===== src/rtl/led_sequencer_pkg.sv =====
// led_pkg: shared definitions for the LED playback engine.
//   - colour codes as used on push_color / cpu_color
//   - playback FSM state encoding
//   - MMIO store addresses decoded by the wrapper into the strobes
//   - color_onehot(): colour code -> LED vector {yellow, green, blue, red}
package led_pkg;

    localparam logic [1:0] COLOR_RED    = 2'b00;
    localparam logic [1:0] COLOR_BLUE   = 2'b01;
    localparam logic [1:0] COLOR_GREEN  = 2'b10;
    localparam logic [1:0] COLOR_YELLOW = 2'b11;

    localparam int unsigned ADDR_FLASH = 6;  // direct LED write
    localparam int unsigned ADDR_PUSH  = 8;  // append colour
    localparam int unsigned ADDR_CTRL  = 9;  // bit0 start, bit1 clear

    typedef enum logic [1:0] {
        ST_IDLE = 2'd0,
        ST_ON   = 2'd1,
        ST_GAP  = 2'd2
    } state_t;

    function automatic logic [3:0] color_onehot(input logic [1:0] color);
        logic [3:0] v;
        v        = '0;
        v[color] = 1'b1;
        return v;
    endfunction

endpackage


===== src/rtl/led_sequencer_if.sv =====
// led_sequencer_if: command strobes and status between the MMIO decode
// (master) and the playback engine (slave).
//   push/push_color      append a colour to the sequence
//   start / clear        begin playback / empty sequence and abort
//   cpu_flash/color/on   direct write to one LED of the manual register
//   busy, done, full, count  engine status
interface led_sequencer_if #(
    parameter int unsigned DEPTH = 16
);
    localparam int unsigned CW = $clog2(DEPTH) + 1;

    logic          push;
    logic [1:0]    push_color;
    logic          start;
    logic          clear;
    logic          cpu_flash;
    logic [1:0]    cpu_color;
    logic          cpu_on;
    logic          busy;
    logic          done;
    logic          full;
    logic [CW-1:0] count;

    modport master (
        output push, push_color, start, clear, cpu_flash, cpu_color, cpu_on,
        input  busy, done, full, count
    );

    modport slave (
        input  push, push_color, start, clear, cpu_flash, cpu_color, cpu_on,
        output busy, done, full, count
    );

endinterface


===== src/rtl/led_sequencer_timer.sv =====
// seq_timer: loadable down-counter that stops at zero.
//   clock, reset  system clock, synchronous active-high reset (value 0)
//   load          load_value is taken on this cycle's edge
//   load_value    reload value
//   zero          high while the count is zero
module seq_timer #(
    parameter int unsigned WIDTH = 8
) (
    input  logic             clock,
    input  logic             reset,
    input  logic             load,
    input  logic [WIDTH-1:0] load_value,
    output logic             zero
);

    logic [WIDTH-1:0] value_q;

    always_ff @(posedge clock) begin
        if (reset) begin
            value_q <= '0;
        end else if (load) begin
            value_q <= load_value;
        end else if (value_q != '0) begin
            value_q <= value_q - WIDTH'(1);
        end
    end

    assign zero = (value_q == '0);

endmodule


===== src/rtl/led_sequencer.sv =====
// led_sequencer: buffers a colour sequence and plays it back on four LEDs
// with fixed on/gap timing; arbitrates the LEDs with direct CPU writes.
//   clock, reset            system clock, synchronous active-high reset
//   bus (slave)             command strobes and status, see led_sequencer_if
//   red/blue/green/yellow_led  registered LED drives
module led_sequencer
    import led_pkg::*;
#(
    parameter int unsigned DEPTH      = 16,
    parameter int unsigned ON_CYCLES  = 25_000_000,
    parameter int unsigned OFF_CYCLES = 12_500_000
) (
    input  logic           clock,
    input  logic           reset,
    led_sequencer_if.slave bus,
    output logic           red_led,
    output logic           blue_led,
    output logic           green_led,
    output logic           yellow_led
);

    localparam int unsigned IW         = $clog2(DEPTH);
    localparam int unsigned CW         = IW + 1;
    localparam int unsigned MAX_CYCLES = (ON_CYCLES > OFF_CYCLES) ? ON_CYCLES : OFF_CYCLES;
    localparam int unsigned TW         = (MAX_CYCLES > 1) ? $clog2(MAX_CYCLES) : 1;
    localparam logic [TW-1:0] ON_LOAD  = TW'(ON_CYCLES - 1);
    localparam logic [TW-1:0] OFF_LOAD = TW'(OFF_CYCLES - 1);

    state_t        state_q, state_d;
    logic [IW-1:0] idx_q, idx_d;
    logic [CW-1:0] count_q, count_d;
    logic [3:0]    manual_q, manual_d;
    logic [3:0]    leds_q, leds_d;
    logic          done_q, done_d;
    logic [1:0]    mem [DEPTH];
    logic          mem_we;
    logic          tmr_load;
    logic [TW-1:0] tmr_value;
    logic          tmr_zero;
    logic          full_w;

    assign full_w = (count_q == CW'(DEPTH));

    seq_timer #(.WIDTH(TW)) u_timer (
        .clock      (clock),
        .reset      (reset),
        .load       (tmr_load),
        .load_value (tmr_value),
        .zero       (tmr_zero)
    );

    // LED value is computed for the next state so every LED output is a flop.
    always_comb begin
        state_d   = state_q;
        idx_d     = idx_q;
        count_d   = count_q;
        manual_d  = manual_q;
        leds_d    = leds_q;
        done_d    = 1'b0;
        mem_we    = 1'b0;
        tmr_load  = 1'b0;
        tmr_value = ON_LOAD;

        if (bus.clear) begin
            state_d  = ST_IDLE;
            idx_d    = '0;
            count_d  = '0;
            manual_d = '0;
            leds_d   = '0;
        end else begin
            case (state_q)
                ST_IDLE: begin
                    if (bus.start && (count_q != '0)) begin
                        state_d   = ST_ON;
                        idx_d     = '0;
                        tmr_load  = 1'b1;
                        tmr_value = ON_LOAD;
                        manual_d  = '0;
                        leds_d    = color_onehot(mem[idx_d]);
                    end else begin
                        if (bus.start) begin
                            done_d = 1'b1;
                        end else if (bus.push && !full_w) begin
                            mem_we  = 1'b1;
                            count_d = count_q + CW'(1);
                        end
                        if (bus.cpu_flash) begin
                            manual_d[bus.cpu_color] = bus.cpu_on;
                        end
                        leds_d = manual_d;
                    end
                end
                ST_ON: begin
                    if (tmr_zero) begin
                        state_d   = ST_GAP;
                        tmr_load  = 1'b1;
                        tmr_value = OFF_LOAD;
                        leds_d    = '0;
                    end
                end
                ST_GAP: begin
                    if (tmr_zero) begin
                        if ({1'b0, idx_q} == (count_q - CW'(1))) begin
                            state_d = ST_IDLE;
                            done_d  = 1'b1;
                            leds_d  = manual_q;
                        end else begin
                            state_d   = ST_ON;
                            idx_d     = idx_q + IW'(1);
                            tmr_load  = 1'b1;
                            tmr_value = ON_LOAD;
                            leds_d    = color_onehot(mem[idx_d]);
                        end
                    end
                end
                default: begin
                    state_d = ST_IDLE;
                    leds_d  = '0;
                end
            endcase
        end
    end

    always_ff @(posedge clock) begin
        if (reset) begin
            state_q  <= ST_IDLE;
            idx_q    <= '0;
            count_q  <= '0;
            manual_q <= '0;
            leds_q   <= '0;
            done_q   <= 1'b0;
        end else begin
            state_q  <= state_d;
            idx_q    <= idx_d;
            count_q  <= count_d;
            manual_q <= manual_d;
            leds_q   <= leds_d;
            done_q   <= done_d;
        end
    end

    always_ff @(posedge clock) begin
        if (mem_we) begin
            mem[count_q[IW-1:0]] <= bus.push_color;
        end
    end

    assign bus.busy  = (state_q != ST_IDLE);
    assign bus.done  = done_q;
    assign bus.full  = full_w;
    assign bus.count = count_q;

    assign red_led    = leds_q[0];
    assign blue_led   = leds_q[1];
    assign green_led  = leds_q[2];
    assign yellow_led = leds_q[3];

endmodule

===== src/flat_wrapper.sv =====
// flat-port wrapper written by rule: the top's interface ports become plain ports
module led_sequencer_flat import led_pkg::*;
#(
    parameter int unsigned DEPTH      = 16,
    parameter int unsigned ON_CYCLES  = 25_000_000,
    parameter int unsigned OFF_CYCLES = 12_500_000
)
  (clock, reset, red_led, blue_led, green_led, yellow_led, bus_push, bus_push_color, bus_start, bus_clear, bus_cpu_flash, bus_cpu_color, bus_cpu_on, bus_busy, bus_done, bus_full, bus_count);
  led_sequencer_if #(.DEPTH(DEPTH)) bus_i ();
  input  logic clock;
  input  logic reset;
  output logic red_led;
  output logic blue_led;
  output logic green_led;
  output logic yellow_led;
  input wire logic [$bits(bus_i.push)-1:0] bus_push;
  input wire logic [$bits(bus_i.push_color)-1:0] bus_push_color;
  input wire logic [$bits(bus_i.start)-1:0] bus_start;
  input wire logic [$bits(bus_i.clear)-1:0] bus_clear;
  input wire logic [$bits(bus_i.cpu_flash)-1:0] bus_cpu_flash;
  input wire logic [$bits(bus_i.cpu_color)-1:0] bus_cpu_color;
  input wire logic [$bits(bus_i.cpu_on)-1:0] bus_cpu_on;
  output wire logic [$bits(bus_i.busy)-1:0] bus_busy;
  output wire logic [$bits(bus_i.done)-1:0] bus_done;
  output wire logic [$bits(bus_i.full)-1:0] bus_full;
  output wire logic [$bits(bus_i.count)-1:0] bus_count;
  assign bus_i.push = bus_push;
  assign bus_i.push_color = bus_push_color;
  assign bus_i.start = bus_start;
  assign bus_i.clear = bus_clear;
  assign bus_i.cpu_flash = bus_cpu_flash;
  assign bus_i.cpu_color = bus_cpu_color;
  assign bus_i.cpu_on = bus_cpu_on;
  assign bus_busy = bus_i.busy;
  assign bus_done = bus_i.done;
  assign bus_full = bus_i.full;
  assign bus_count = bus_i.count;
  led_sequencer #(.DEPTH(DEPTH), .ON_CYCLES(ON_CYCLES), .OFF_CYCLES(OFF_CYCLES)) u_core (.clock(clock), .reset(reset), .bus(bus_i), .red_led(red_led), .blue_led(blue_led), .green_led(green_led), .yellow_led(yellow_led));
endmodule

===== config.mk =====
export PLATFORM = sky130hd
export DESIGN_NAME = led_sequencer_flat
export DESIGN_NICKNAME = d
export VERILOG_FILES = /design/src/rtl/led_sequencer_pkg.sv /design/src/rtl/led_sequencer_if.sv /design/src/rtl/led_sequencer_timer.sv /design/src/rtl/led_sequencer.sv /design/src/flat_wrapper.sv
export SDC_FILE = /design/constraint.sdc
export NUM_CORES = 1
export LEC_CHECK = 0
export CAP_MARGIN = 20
export CORE_MARGIN = 2
export CORE_UTILIZATION = 32
export CTS_CLUSTER_SIZE = 40
export DETAILED_ROUTE_END_ITERATION = 6
export GPL_ROUTABILITY_DRIVEN = 1
export PLACE_DENSITY = 0.57
export SETUP_SLACK_MARGIN = 0.3
export SYNTH_ARGS = -nofsm -noshare
export SYNTH_HDL_FRONTEND = slang
export SYNTH_SLANG_ARGS = --single-unit

===== constraint.sdc =====
create_clock -name clock -period 3.8 [get_ports clock]
set_clock_uncertainty 0.1 [all_clocks]
set_input_delay 0.57 -clock clock [delete_from_list [all_inputs] [get_ports clock]]
set_output_delay 0.57 -clock clock [all_outputs]
set_load 0.01 [all_outputs]

* Yosys cells after proc, flatten, opt, wreduce, memory -nomap -nowiden
Memory sizes are Yosys's and may differ from the RTL's. Cells that the tools add are included. W data, S select, Z words.
Word-level totals: register bits after elaboration 45, latch bits 0, RAM bits 32, ROM bits 0, bits of input ports 11, logic and storage cells 92, memories 1
Cells by class: add/sub/neg operators 4, multipliers 0, div/mod/pow operators 0, $lt $le $gt $ge 6, eq/ne operators 8, shift-type cells 0, multiplexer cells 46, bitwise operators 2, reduce and logical (&&, ||, !) cells 18
Memories:
- u_core.mem | depth 16, bits a word 2, rd ports 2, clocked after memory_dff 0, wr ports 1, line led_sequencer.sv:35 | logic [1:0] mem [DEPTH];
Operators with widths (count):
- $mux W25 | 5
- $mux W4 | 9
- $logic_not A25 Y1 | 1
- $reduce_bool A25 Y1 | 1
- $sub A25 B1 Y25 const B | 1
- $mux W1 | 20
- $pmux W4 S3 | 1
- $lt A2 B3 Y1 const B | 3
- $pmux W4 S2 | 1
- $reduce_and A4 Y1 | 2
- $demux W1 S2 | 3
- $ge A2 B1 Y1 const B | 3
- $mux W2 | 3
- $ne A2 B1 Y1 const B | 3
- $pmux W2 S3 | 1
- $reduce_bool A2 Y1 | 3
- $add A5 B1 Y5 const B | 1
- $eq A4 B5 Y1 | 1
- $eq A5 B5 Y1 const B | 1
- $logic_and A1 B1 Y1 | 5
- $reduce_bool A5 Y1 | 1
- $sub A5 B1 Y5 const B | 1
- $add A4 B1 Y4 const B | 1
- $bwmux W4 | 1
- other kinds (11) | 12

* Depth between registers and ports, before layout
Gate-level depths: netlist of run 1.
depth after elaboration 10, mapped depth 10

* By module
A second synthesis of run 1 with hierarchy kept.
Second synthesis, totals: cell total of the unflattened synthesis 395, area total of the unflattened synthesis 4020.1 µm²
By module, submodules not included:
- led_sequencer | instances 1, cells each 240, area each 2670.1 µm², sequential area each 1361.3 µm²
- seq_timer | instances 1, cells each 155, area each 1350.0 µm², sequential area each 500.5 µm²

* Worst setup path before layout of run 1
Ideal clock, no wire load.
kind reg-to-reg, start register u_core.count_q[0], in the netlist u_core.bus.count[0], end memory u_core.mem[10][0] (enable), library setup time 0.298 ns, arrival 2.463 ns, slack 0.939 ns, stages on the path, launching flop included 9, clock period less this slack 2.861 ns, path through dfxtp_1 > inv_1 > ha_1 > nor3b_1 > and2_1 > nor4b_2 > nand2_1 > nor3b_1 > and2_1
Between the ends: word-level cells in the longest chain between the ends 10, elaborated cells between the ends (all ways) 12, those cells by class 1 x eq/ne; 7 x mux; 4 x reduce/logical
RTL lines:
- start: declaration | line led_sequencer.sv:31 | logic [CW-1:0] count_q, count_d;
- start signal: assignment | line led_sequencer.sv:135 | count_q <= count_d;
- $eq A5 B5 Y1 | line led_sequencer.sv:42 | assign full_w = (count_q == CW'(DEPTH));
- named net bus_full | line flat_wrapper.sv:25 | output wire logic [$bits(bus_i.full)-1:0] bus_full;
- $logic_not A1 Y1 | line led_sequencer.sv:83 | end else if (bus.push && !full_w) begin
- $logic_and A1 B1 Y1 | line led_sequencer.sv:83
- $mux W1 | line led_sequencer.sv:83
- $mux W1 | line led_sequencer.sv:81 | if (bus.start) begin
- $mux W1 | line led_sequencer.sv:73 | if (bus.start && (count_q != '0)) begin
- $mux W1 | line led_sequencer.sv:71 | case (state_q)
- $mux W1 | line led_sequencer.sv:64 | if (bus.clear) begin
- $mux W1 | line led_sequencer.sv:143 | if (mem_we) begin
- $mux W1 (not written as such) | line led_sequencer.sv:144 | mem[count_q[IW-1:0]] <= bus.push_color;
- end: declaration | line led_sequencer.sv:35
The timed path passes the listed nets, and every way through them passes these cells.

* Worst setup path in the final report of run 1
start register u_core.count_q[0], in the netlist u_core.bus.count[0], end memory u_core.mem[8][0] (enable)
Between the ends: word-level cells in the longest chain between the ends 10, elaborated cells between the ends (all ways) 12, those cells by class 1 x eq/ne; 7 x mux; 4 x reduce/logical
RTL lines (line):
- $eq A5 B5 Y1 | led_sequencer.sv:42
- $logic_not A1 Y1 | led_sequencer.sv:83
- $logic_and A1 B1 Y1 | led_sequencer.sv:83
- $mux W1 | led_sequencer.sv:83
- $mux W1 | led_sequencer.sv:81
- $mux W1 | led_sequencer.sv:73
- $mux W1 | led_sequencer.sv:71
- $mux W1 | led_sequencer.sv:64
- $mux W1 | led_sequencer.sv:143
- $mux W1 (not written as such) | led_sequencer.sv:144
Several ways; a longest one is shown, not always the timed one.

==> results of run 1 <==
[layout make-up]
| class | instances | area [sq um] |
|---|---|---|
| fill | 1164 | 7390 |
| multi-input combinational | 280 | 1960 |
| sequential | 77 | 1860 |
| timing repair buffer | 28 | 265 |
| clock buffer | 10 | 229 |
| tap | 168 | 210 |
| clock inverter | 6 | 93.8 |
| inverter | 14 | 52.6 |
[worst max-delay path by stage]
stage               slack [ns]                end  cells past startpoint                 from
floorplan                 0.94  u_core.mem[10][0]                      8  u_core.bus.count[0]
global placement          0.90   u_core.mem[8][0]                      9  u_core.bus.count[0]
detailed placement        0.83   u_core.mem[8][0]                      9  u_core.bus.count[0]
CTS                       0.81   u_core.mem[8][0]                      9  u_core.bus.count[0]
global route              0.53   u_core.mem[8][0]                      9  u_core.bus.count[0]
finish                    0.82   u_core.mem[8][0]                      9  u_core.bus.count[0]
[kinds of logic (layout without fill, tap and decap cells)]
| family | Yosys count | after routing |
|---|---|---|
| AND/OR/NAND/NOR | 158 | 158 |
| AO/OA/AOI/OAI | 70 | 70 |
| XOR/XNOR | 31 | 31 |
| multiplexers | 14 | 14 |
| buffers and inverters | 35 | 58 |
| adder cells (fa/ha/maj) | 7 | 7 |
| flip-flops | 77 | 77 |
[through the flow]
step | power, mW | cell area, sq um | util (%) | worst slack [ns]
floorplan | 1.82 | 3970 | - | 0.939
global placement | 1.99 | 4350 | 36.0 | 0.897
detailed placement | 1.99 | 4350 | 36.0 | 0.833
CTS | 2.94 | 4670 | 38.7 | 0.813
global route | 3.11 | 4670 | 38.7 | 0.532
finish | 2.92 | 4670 | 38.7 | 0.816
[critical path: cells and delay by family (launching register included)]
family        cells  cell delay, ns
simple gates      6            1.48
flops             1            0.51
buf+inv           2            0.31
fa+ha+maj         1            0.31
[power by group through the flow]
stage	registers, mW	clock network [mW]	logic (mW)
final	1.06	0.933	0.934
after global routing	1.07	0.988	1.05
after CTS	1.06	0.956	0.927
after detailed placement	1.07	0	0.918
after global placement	1.07	0	0.916
after floorplan	1.05	0	0.768
[layer usage]
layer	wire length, microns	GRT usage (%)
met5	0	0
met1	4220	18.6
met2	4150	22.6
met4	110	4.50
met3	404	3.95
[state kept, by name, indices dropped and copies added, names as in the netlist]
register	count
u_core.bus.count	5
u_core.bus.done	1
u_core.idx_q	4
u_core.leds_q	4
u_core.manual_q	4
u_core.mem	32
u_core.state_q	2
u_core.u_timer.value_q	25
[cells in the final DEF, fill, tap and decap left out, types with 2 or more instances in the layout]
cell             count
inv_1               14
buf_4                6
nor2b_1              4
ha_1                 7
nor4b_1              3
nor2_1              28
mux4_2              10
or2_2                2
nor3_1              12
a21oi_1             40
a31oi_1              2
dfxtp_1             45
o21ai_0              9
a21o_1               5
bufinv_16            2
mux2i_1              4
nor4_1               5
nor3b_1              6
or4_4                2
xor2_1              13
or4_1                5
edfxtp_1            32
inv_6                2
or3_1                5
nand2_1             18
o211ai_1             4
nand2b_1             4
clkdlybuf4s50_1     22
clkbuf_16            9
nand4_1             17
nand3_1             25
xnor2_1             18
and3_1               2
nand3b_1             2
and2_1               9
a211o_1              4
==> flow_metrics.tcl, run 1 <==
set metrics [dict create \
    overflow 0 \
    yosysTopAreaCellShare_pct 24.2 \
    cap_violations 0 \
    min_from "u_core.manual_q[1]" \
    yosysTopAreaCell "edfxtp_1" \
    worstPathArrival_ns 2.94 \
    netlist_instances 392 \
    min_to "u_core.manual_q[1]" \
    maxSlewHeadroom_pct 56.8 \
    synth.area.top_cells "edfxtp_1 (24%), dfxtp_1 (23%), mux4_2 (5.7%), a21oi_1 (5.0%), xnor2_1 (4.0%)" \
    drtIter0Drc 247 \
    initial_utilization_pct 32.9 \
    placementRows 40 \
    antenna_found_initial 0 \
    fp.dieH_microns 115 \
    grt_pass1_vias 2790 \
    clk_pin_slew_worst_paths_ns 0.06 \
    cts_tree "built" \
    synthMuxAreaShare_pct 6.68 \
    slowest_stage "dfxtp_1" \
    post-route-period-util_pct 78.5 \
    drive_gt1_share_pct 10.4 \
    yosys_most_used_dff "dfxtp_1" \
    area_delta_synth_final_pct 17.6 \
    path_class "flop to flop" \
    drt-total-wl_microns 8890 \
    postCtsSetupBuffers 0 \
    place_inst 567 \
    synth_top_family_by_area "simple AND/OR/NAND/NOR gates" \
    cts_resized 0 \
    synthArstFlopShare_pct 0 \
    wl_per_cell_microns 15.2 \
    fin_cells 583 \
    sequentialPowerShare_pct 36.2 \
    r2r_slack_ns 0.82 \
    drc 0 \
    yosys_warnings 0 \
    dp_hpwl_microns 6050 \
    clock-root-buffer "clkbuf_16" \
    synth-simple-area-share_pct 22.8 \
    power_frac_comb_pct 31.9 \
    diodes 0 \
    whs_ns 0.375 \
    synth-seq-cells 77 \
    core_sq_um 12100 \
    reg2reg_depth 9 \
    vias 2962 \
    synth_fa_ha_area_share_pct 2.21 \
    ctsLongestPathBuffers 2 \
    worst_slew_pin_slew_ns 0.647 \
    synth_xor_area_share_pct 6.84 \
    clkPwrFrac_pct 31.9 \
    cp.required_ns 3.75 \
    antenna_left 0 \
    grt_max_degree 24 \
    grt_pass1_wl_microns 14500 \
    fin_nets 428 \
    die_x_microns 115 \
    drt_first_pass_iters 4 \
    critPathMaxFanout 8 \
    p_leak_nw 1.56 \
    postCtsHoldBufs 0 \
    timing.fmax_ghz 0.335 \
    ioPinCount 23 \
    regToRegEndpoint "u_core.mem[8][0]" \
    max_stage_delay_ns 0.51 \
    crit_chain "inv_1 > ha_1 > nor3b_1 > and2_1 > nor4b_2 > buf_4 > nand2_1 > nor3b_1 > and2_1" \
    outcome "completed" \
    ys_types 51 \
    rr_startpoint "u_core.bus.count[0]" \
    htreeDepth 3 \
    internal_power_mw 1.96 \
    rsz0062_at_grt "false" \
    clk_latency_ns 0.34 \
    crit_path_end_kind "flop" \
    clock_sinks 77 \
    p_sw_mw 0.969 \
    setup_viol 0 \
    hold_depth 2 \
    hold_class "flop to flop" \
    synth_edf_count 32 \
    pwr_density_cell_nw_per_um2 626 \
    finalCriticalPeriod_ns 2.98 \
    syn-cell-area_sq_um 3970 \
    synth_nets 410 \
    numCtsBuffers 9 \
    peakVddDrop_uv 316 \
    setup_tns_ns 0 \
    yosysSeqAreaShare_pct 46.9 \
    switching_share_pct 33.1 \
    grt_usage_pct 14.1 \
    synth_commonest_cells "dfxtp_1 (45), a21oi_1 (40), edfxtp_1 (32)" \
    hold_viol_final 0 \
    avgSynthCellArea_sq_um 10.1 \
    portBuffers 22 \
    cp-start-kind "flop" \
    die_area_sq_um 13300 \
    yosysMostFrequentCell "dfxtp_1" \
    viasPerCell 5.08 \
    finalMaxSlewViolations 0 \
    synth_compound_area_share_pct 10.8 \
    place_congestion 0.900 \
]
(Power assumes the default switching activity.)
==> inputs of run 2 (changes only) <==
--- a/config.mk
+++ b/config.mk
@@ -11,7 +11,7 @@
 export CTS_CLUSTER_SIZE = 40
 export DETAILED_ROUTE_END_ITERATION = 6
 export GPL_ROUTABILITY_DRIVEN = 1
-export PLACE_DENSITY = 0.57
+export PLACE_DENSITY = 0.59
 export SETUP_SLACK_MARGIN = 0.3
 export SYNTH_ARGS = -nofsm -noshare
 export SYNTH_HDL_FRONTEND = slang
==> constraint.sdc (replaced) <==
create_clock -name clock -period 2.5 [get_ports clock]
set_clock_uncertainty 0.1 [all_clocks]
set_input_delay 0.375 -clock clock [delete_from_list [all_inputs] [get_ports clock]]
set_output_delay 0.375 -clock clock [all_outputs]
set_load 0.01 [all_outputs]
==> run 2 against run 1 <==
  * Sequential share of layout area fell by 4.6 points
  * Final area grew 14%
  * Combinational power rose by 110%
  * Global-route usage increased by 1.8 points
  * Register-to-register slack got worse by 0.64 ns
  * Setup slack got worse by 0.64 ns
==> flow_metrics.tcl, run 2 (synthesis gave the netlist of run 1 again) <==
set metrics [dict create \
    clock_sinks 77 \
    place_inst 588 \
    worst_slew_pin_slew_ns 0.546 \
    fin_util_pct 44.2 \
    drt_first_pass_iters 4 \
    clk_pin_slew_worst_paths_ns 0.06 \
    dp_hpwl_microns 6690 \
    drc 0 \
    clock-root-buffer "clkbuf_16" \
    clkPwrFrac_pct 28.5 \
    top_layer_used "met4" \
    fin_cells 625 \
    fin_nets 470 \
    cpMostUsedCell "buf_6" \
    die_x_microns 115 \
    reg2reg_depth 7 \
    antenna_found_initial 0 \
    htreeDepth 3 \
    finalMaxSlewViolations 0 \
    layout_commonest_cell "buf_4" \
    cts_tree "built" \
    finalCriticalPeriod_ns 2.33 \
    sequentialPowerShare_pct 32.1 \
    outcome "completed" \
    grt_usage_pct 16.0 \
    place_congestion 0.817 \
    p_leak_nw 1.84 \
    slowest_stage "or4_4" \
    crit_path_end_kind "flop" \
    timing.fmax_ghz 0.430 \
    critPathMaxFanout 8 \
    fp.dieH_microns 115 \
    antenna_left 0 \
    die_area_sq_um 13300 \
    vias 3235 \
    max_stage_delay_ns 0.57 \
    hold_class "flop to flop" \
    r2r_slack_ns 0.17 \
    setup_tns_ns 0 \
    core_sq_um 12100 \
    rr_startpoint "u_core.u_timer.value_q[17]" \
    pwr_density_cell_nw_per_um2 948 \
    initial_utilization_pct 32.9 \
    regToRegEndpoint "u_core.state_q[1]" \
    largest_reg_flops 32 \
    wl_met2_microns 5060 \
    grt_pass1_wl_microns 16500 \
    diodes 0 \
    post-route-period-util_pct 93.0 \
    met3_wirelength_microns 318 \
    cp.required_ns 2.68 \
    placementRows 40 \
    path_class "flop to flop" \
    viasPerCell 5.18 \
    worstPathArrival_ns 2.50 \
    overflow 0 \
    ctsLongestPathBuffers 2 \
    wl_per_cell_microns 15.8 \
    drt-total-wl_microns 9900 \
    grt_pass1_vias 3293 \
    clk_latency_ns 0.34 \
    p_sw_mw 1.72 \
    peakVddDrop_uv 442 \
    stdcell_area_sq_um 5340 \
    endpoint "u_core.state_q[1]" \
    wl_met1_microns 4340 \
    portBuffers 22 \
    worstSetupStartpoint "u_core.u_timer.value_q[17]" \
    grt_max_degree 22 \
    setup_viol 0 \
    postCtsHoldBufs 0 \
    critPathBufInv 2 \
    fillers 1145 \
    cp.depth 7 \
    maxSlewHeadroom_pct 63.5 \
    cp_top_family "simple AND/OR/NAND/NOR gates" \
    cp-start-kind "flop" \
    numCtsBuffers 9 \
    placed_cell_area_sq_um 4570 \
    p_total_mw 5.06 \
    drive_gt1_share_pct 33.3 \
    switching_share_pct 33.9 \
    final_cell_mix "buf_4 (37), dfxtp_1 (34), edfxtp_1 (32), a21oi_1 (28), nand3_1 (23)" \
    drtIter0Drc 224 \
    cap_violations 0 \
    area_delta_synth_final_pct 34.4 \
    crit_chain "or4_4 > nor4_4 > nand3_2 > buf_6 > buf_6 > or3_1 > a21oi_2" \
    power_frac_comb_pct 39.4 \
    rsz0062_at_grt "true" \
    internal_power_mw 3.34 \
    hold_viol_final 0 \
    ioPinCount 23 \
]
## run 2: cell types whose count changed in the layout (fill, tap and decap cells not counted), moves of 3 or more
cell | previous run | this run
a21oi_1 | 40 | 28
a21oi_2 | 0 | 12
and2_1 | 9 | 0
and2_4 | 1 | 11
buf_4 | 6 | 37
buf_6 | 0 | 10
dfxtp_1 | 45 | 34
dfxtp_2 | 0 | 8
dfxtp_4 | 0 | 3
nor2_1 | 28 | 22
nor2_2 | 0 | 5
nor3_1 | 12 | 9
nor3b_1 | 6 | 2
nor3b_4 | 0 | 3
## run 2: final cells by class
type,count,area (sq um),share of cell area (%)
Clock buffer,9,225,4.22
Multi-Input combinational cell,281,2240,42.1
Inverter,14,57.6,1.08
Tap cell,168,210,3.94
Sequential cell,77,1880,35.3
Clock inverter,7,106,1.99
Timing Repair Buffer,69,609,11.4
## run 2: worst min-delay path by stage
stage                     slack (ns)          startpoint  cells past startpoint                 end
final                           0.37  u_core.manual_q[0]                      2  u_core.manual_q[0]
after global routing            0.41  u_core.manual_q[1]                      2  u_core.manual_q[1]
after CTS                       0.38  u_core.manual_q[0]                      2  u_core.manual_q[0]
after detailed placement        0.37  u_core.manual_q[0]                      2  u_core.manual_q[0]
after global placement          0.36  u_core.manual_q[0]                      2  u_core.manual_q[0]
after floorplan                 0.34  u_core.manual_q[1]                      2  u_core.manual_q[1]
## run 2: what timing repair did
action / CTS / global route
setup endpoints to repair: 68 / 67
endpoints found under the hold margin: 0 / 0
cloned: 1 / 0
gates resized for setup: 41 / 37
buffers inserted: 12 / 8
pin swaps: 26 / 32
## run 2: layer usage
| layer | global-route usage, % | up-vias |
|---|---|---|
| li1 | - | 1571 |
| met1 | 20.4 | 1599 |
| met2 | 27.1 | 52 |
| met3 | 3.11 | 13 |
| met4 | 5.30 | 0 |
| met5 | 0 | - |
## run 2: power by group through the flow
stage / Clock (mW) / Sequential [mW] / Combinational, mW
after floorplan: 0 / 1.60 / 1.20
after global placement: 0 / 1.62 / 1.52
after detailed placement: 0 / 1.63 / 1.55
after CTS: 1.47 / 1.61 / 1.83
after global routing: 1.53 / 1.64 / 2.18
final: 1.44 / 1.62 / 1.99
## run 2: tightest hold or removal path, cell delays in order (launching register included)
cell and delay, ns:
dfxtp_1 0.32, nand2_1 0.06, a21oi_1 0.05
## run 2: metrics by stage
| stage | setup slack (ns) | hold WS (ns) |
|---|---|---|
| 3_3_place_gp | 0.0996 | 0.361 |
| 3_5_place_dp | 0.0690 | 0.370 |
| 6_report | 0.175 | 0.372 |
| 4_1_cts | 0.205 | 0.377 |
| 2_1_floorplan | 0.184 | 0.342 |
| 5_1_grt | 0.116 | 0.413 |
